<file path="src/rtl/addr_sequencer.sv">
// addr_sequencer
//   Windowed address generator for the TX/RX buffer datapath. It sweeps
//   [base..limit] of an AW-bit address space. The sweep can count up or
//   down. In wrap mode it runs as a continuous ring; in stop mode it makes a
//   single pass and then returns to idle. A controller launches a burst with
//   start, watches busy, and sees done when the burst ends.
//
// Ports
//   clk    in   clock, rising edge
//   clr    in   asynchronous active-low reset
//   start  in   launch request (IDLE only)
//   base   in   [AW] lower window bound, sampled on accepted start
//   limit  in   [AW] upper window bound, sampled on accepted start
//   mode   in   [2]  bit0: 0=wrap 1=stop, bit1: 0=up 1=down
//   inc    in   advance request (RUN only)
//   abort  in   cancel burst (RUN only), wins over inc
//   adrs   out  [AW] current address, registered
//   busy   out  high while in RUN
//   done   out  1-cycle pulse, stop-mode burst complete
//   wrap   out  1-cycle pulse, wrap-mode address wrapped
//   err    out  1-cycle pulse, start rejected because base > limit
module addr_sequencer #(
  parameter int unsigned          AW         = 4,
  parameter logic [AW-1:0]        RESET_ADRS = '0
) (
  input  logic          clk,
  input  logic          clr,
  input  logic          start,
  input  logic [AW-1:0] base,
  input  logic [AW-1:0] limit,
  input  logic [1:0]    mode,
  input  logic          inc,
  input  logic          abort,
  output logic [AW-1:0] adrs,
  output logic          busy,
  output logic          done,
  output logic          wrap,
  output logic          err
);

  typedef enum logic {IDLE = 1'b0, RUN = 1'b1} state_t;

  localparam logic [AW-1:0] ONE = AW'(1);

  state_t        state, state_nx;
  logic [AW-1:0] base_q, limit_q, base_nx, limit_nx;
  logic [1:0]    mode_q, mode_nx;
  logic [AW-1:0] adrs_nx;
  logic          done_nx, wrap_nx, err_nx;

  // Window endpoints. The latched copies are used while running. The live
  // inputs give the first address on an accepted start.
  logic          down_q, stop_q;
  logic [AW-1:0] sv_q, ev_q, sv_in;
  logic          start_ok;

  assign down_q   = mode_q[1];
  assign stop_q   = mode_q[0];
  assign sv_q     = down_q  ? limit_q : base_q;
  assign ev_q     = down_q  ? base_q  : limit_q;
  assign sv_in    = mode[1] ? limit   : base;
  assign start_ok = (base <= limit);

  // State and datapath registers
  always_ff @(posedge clk or negedge clr) begin
    if (!clr) begin
      state   <= IDLE;
      adrs    <= RESET_ADRS;
      base_q  <= '0;
      limit_q <= '0;
      mode_q  <= '0;
      busy    <= 1'b0;
      done    <= 1'b0;
      wrap    <= 1'b0;
      err     <= 1'b0;
    end else begin
      state   <= state_nx;
      adrs    <= adrs_nx;
      base_q  <= base_nx;
      limit_q <= limit_nx;
      mode_q  <= mode_nx;
      // busy is driven from the next state. It therefore rises on the edge
      // that accepts start and falls on the edge that ends the burst.
      busy    <= (state_nx == RUN);
      done    <= done_nx;
      wrap    <= wrap_nx;
      err     <= err_nx;
    end
  end

  // Next state
  always_comb begin
    state_nx = state;
    unique case (state)
      IDLE: if (start && start_ok) state_nx = RUN;
      RUN: begin
        if (abort)                                state_nx = IDLE;
        else if (inc && (adrs == ev_q) && stop_q) state_nx = IDLE;
      end
      default: state_nx = IDLE;
    endcase
  end

  // Next values of the registered outputs and latches
  always_comb begin
    adrs_nx  = adrs;
    base_nx  = base_q;
    limit_nx = limit_q;
    mode_nx  = mode_q;
    done_nx  = 1'b0;
    wrap_nx  = 1'b0;
    err_nx   = 1'b0;
    unique case (state)
      IDLE: begin
        if (start) begin
          if (start_ok) begin
            base_nx  = base;
            limit_nx = limit;
            mode_nx  = mode;
            adrs_nx  = sv_in;
          end else begin
            err_nx = 1'b1;
          end
        end
      end
      RUN: begin
        if (!abort && inc) begin
          if (adrs != ev_q) begin
            // The end value is never crossed, so +/-1 cannot leave the
            // window or wrap past 0 / 2^AW-1.
            adrs_nx = down_q ? (adrs - ONE) : (adrs + ONE);
          end else if (!stop_q) begin
            adrs_nx = sv_q;
            wrap_nx = 1'b1;
          end else begin
            done_nx = 1'b1;
          end
        end
      end
      default: ;
    endcase
  end

endmodule

</file>
<file path="config.mk">
export PLATFORM = sky130hd
export DESIGN_NAME = addr_sequencer
export DESIGN_NICKNAME = d
export VERILOG_FILES = /design/src/rtl/addr_sequencer.sv
export SDC_FILE = /design/constraint.sdc
export NUM_CORES = 1
export LEC_CHECK = 0
export CAP_MARGIN = 25
export CORE_MARGIN = 1
export CORE_UTILIZATION = 45
export CTS_BUF_LIST = sky130_fd_sc_hd__clkbuf_8 sky130_fd_sc_hd__clkbuf_16
export CTS_CLUSTER_SIZE = 25
export DETAILED_ROUTE_END_ITERATION = 10
export GPL_TIMING_DRIVEN = 1
export HOLD_SLACK_MARGIN = 0.08
export PLACE_DENSITY_LB_ADDON = 0.15
export SETUP_SLACK_MARGIN = 0.05
export SLEW_MARGIN = 15
export SYNTH_ARGS = -nofsm -noshare
export SYNTH_HDL_FRONTEND = slang
export SYNTH_SLANG_ARGS = --single-unit
</file>
<file path="constraint.sdc">
create_clock -name clk -period 2.6 [get_ports clk]
set_input_delay 0.52 -clock clk [delete_from_list [all_inputs] [get_ports clk]]
set_output_delay 0.52 -clock clk [all_outputs]
set_load 0.01 [all_outputs]
</file>
==> flow_summary_export.csv <==
group,metric,value,unit
power,comb_power_share,52.7,%
sta,slew_violations,0,
route,via_per_inst,5.55,
yosys,syn_area_per_cell,9.73,µm²
critical_path,r2r-start,"mode_q[1]",
yosys,syn_inst,120,
sta,rsz0062_at_grt,"no",
placed_design,routabilityCongestion,0.903,
power,power,1.47,mW
critical_path,path_class,"in -> reg",
route,drc,0,
yosys,synthFlopType,"dfrtp_1",
placed_design,pre_cts_slack,-0.361,ns
power,powerDensity,921,nW/µm²
flow_run,maxCapViolations,0,
floorplanning,fp.dieW,52.9,µm
status,status,"complete, no violations",
yosys,ys_async_sr_fraction,100,%
floorplanning,io_pins,23,
global_route,grt_pass1_vias,1023,
power,seqPwrFrac,34.2,%
yosys,synth.area.top_cells,"dfrtp_1 (39%), mux2i_1 (8.6%), ha_1 (6.4%)",
power,swShare,39.3,%
cts,holdBufCountCts,0,
floorplanning,row_count,18,
route,firstDrtPassIters,4,
sta,fin_ws,0.139,ns
cts,cts_buffers,3,
yosys,ys_warn_count,0,
yosys,synth_nets,142,
yosys,netlist_top_cells_count,"dfrtp_1 (18), nand2_1 (18), mux2i_1 (10)",
yosys,synth_top_area_share,38.6,%
cts,clockRootBuffer,"clkbuf_8",
sta,finalHoldViolCount,0,
sta,slew_headroom,62.8,%
critical_path,crit_path_start,"limit[1]",
final_layout,drive_above_1_share,18.8,%
global_route,grt_pass1_wl,4400,µm
sta,tightest_slew,0.558,ns
global_route,grt_max_degree,19,
critical_path,cp-end-kind,"register",
global_route,grt.total_usage,22.6,%
critical_path,crit_required,2.75,ns
floorplanning,core_area,2450,µm²
yosys,synth.distinct_cells,36,
sta,setup_violations,0,
placed_design,place_inst,179,
cts,h-tree-depth,1,
floorplanning,start_util,47.6,%
power,p_leak,0.729,nW
floorplanning,die_h,52.9,µm
placed_design,numPortBuffers,22,
power,peakVddDrop,0.542,mV
route,wirelength,2790,µm
final_layout,area_growth,36.3,%
yosys,synth_area,1170,µm²
cts,path_clk_slew,0.07,ns
final_layout,final_area,1590,µm²
placed_design,post_dp_cell_area,1490,µm²
route,vias,1021,
critical_path,arrival,2.61,ns
critical_path,crit_fanout,8,
yosys,ys_seq_elements,18,
cts,clock_path_buffers,2,
route,wl_per_cell,15.2,µm
global_route,antenna_found_initial,0,
sta,fin_hold_ws,0.512,ns
route,antenna_left,0,
sta,setup_tns,0,ns
final_layout,antenna_cells,0,
placed_design,hpwl,2180,µm
global_route,overflow,0,
power,p_clk_share,13.1,%
critical_path,reg2reg_slack,0.27,ns
yosys,synth_edf_count,0,
power,p_int,0.890,mW
cts,cts_tree,"yes",
critical_path,start_kind,"primary input",
sta,fmax,0.406,GHz
worst_hold_path,min_path_type,"reg -> reg",
yosys,ys_seq_area_share,38.6,%
final_layout,final_net_count,178,
sta,period_share,94.7,%
power,power.net_switching,0.575,mW
sta,worst_clock_skew,0.00123,ns
yosys,yosysTopAreaCell,"dfrtp_1",
sta,period_minus_slack,2.46,ns
route,drt-initial-drc-count,14,
worst_hold_path,min_from,"mode_q[0]",
floorplanning,dieArea,2800,µm²
cts,clk_latency,0.25,ns
final_layout,final_core_util,64.8,%
cts,cts_sinks,18,
final_layout,layoutNonFillerInstCount,184,
## logic make-up after synthesis
family,synth area share (%)
AO/OA/AOI/OAI,14.4
XOR/XNOR,4.50
adder cells (fa/ha/maj),8.15
buffers and inverters,4.61
flip-flops,38.6
multiplexers,13.4
AND/OR/NAND/NOR,16.4
## sequential cells by signal (all words and copies together) (netlist names)
signal and cells:
adrs 4, base_q 4, done 1, err 1
limit_q 4, mode_q 2, state 1, wrap 1
## worst paths after layout
path                              end  cells past startpoint
max                           adrs[0]                     10
max in group asynchronous  limit_q[2]                      2
max reg2reg                   adrs[0]                      7
min in group asynchronous     adrs[3]                      2
min reg2reg                      wrap                      1
min                              wrap                      1
## cell type report
class | count | area, µm²
clock buffer | 3 | 41.3
fill | 214 | 863
inverter | 7 | 26.3
multi-input combinational | 90 | 707
sequential | 18 | 450
tap | 30 | 37.5
timing repair buffer | 36 | 329
## worst max-delay path, cell delays in order
cell and delay (ns):
clkdlybuf4s50_1 0.47, inv_1 0.06, ha_1 0.31, nor2b_1 0.20, o211a_1 0.21, o211ai_1 0.17
o21ai_4 0.21, buf_6 0.16, a21oi_2 0.06, a221oi_2 0.23
## placed cells by master, fill, tap and decap left out, types with 4 or more instances in the layout
cell type	netlist	routed
o21ai_0	8	8
ha_1	6	5
mux2_2	5	5
nand2_1	18	18
nor2_1	4	4
buf_4	0	13
mux2i_1	10	10
inv_1	7	7
clkdlybuf4s50_1	0	22
dfrtp_1	18	18
nor2b_1	4	4
## timing repair
action                                 in CTS  in global routing
setup endpoints to repair                   1                  1
pin swaps                                   2                  2
buffers inserted                            1                  1
endpoints found under the hold margin       0                  0
resized for setup                           7                  1
## routing by layer
layer / share of wire, % / GRT usage, %
met5: 0 / 0
met3: 2.4 / 3.74
met1: 45 / 26.8
met4: 2.8 / 9.21
met2: 50 / 39.9
## power by group through the flow
stage | clock, mW | combinational, mW | sequential (mW)
3_5_place_dp | 0 | 0.728 | 0.502
2_1_floorplan | 0 | 0.508 | 0.469
4_1_cts | 0.196 | 0.767 | 0.502
3_3_place_gp | 0 | 0.711 | 0.493
6_report | 0.191 | 0.773 | 0.501
5_1_grt | 0.203 | 0.850 | 0.517
Power figures use the tool's default switching activity.
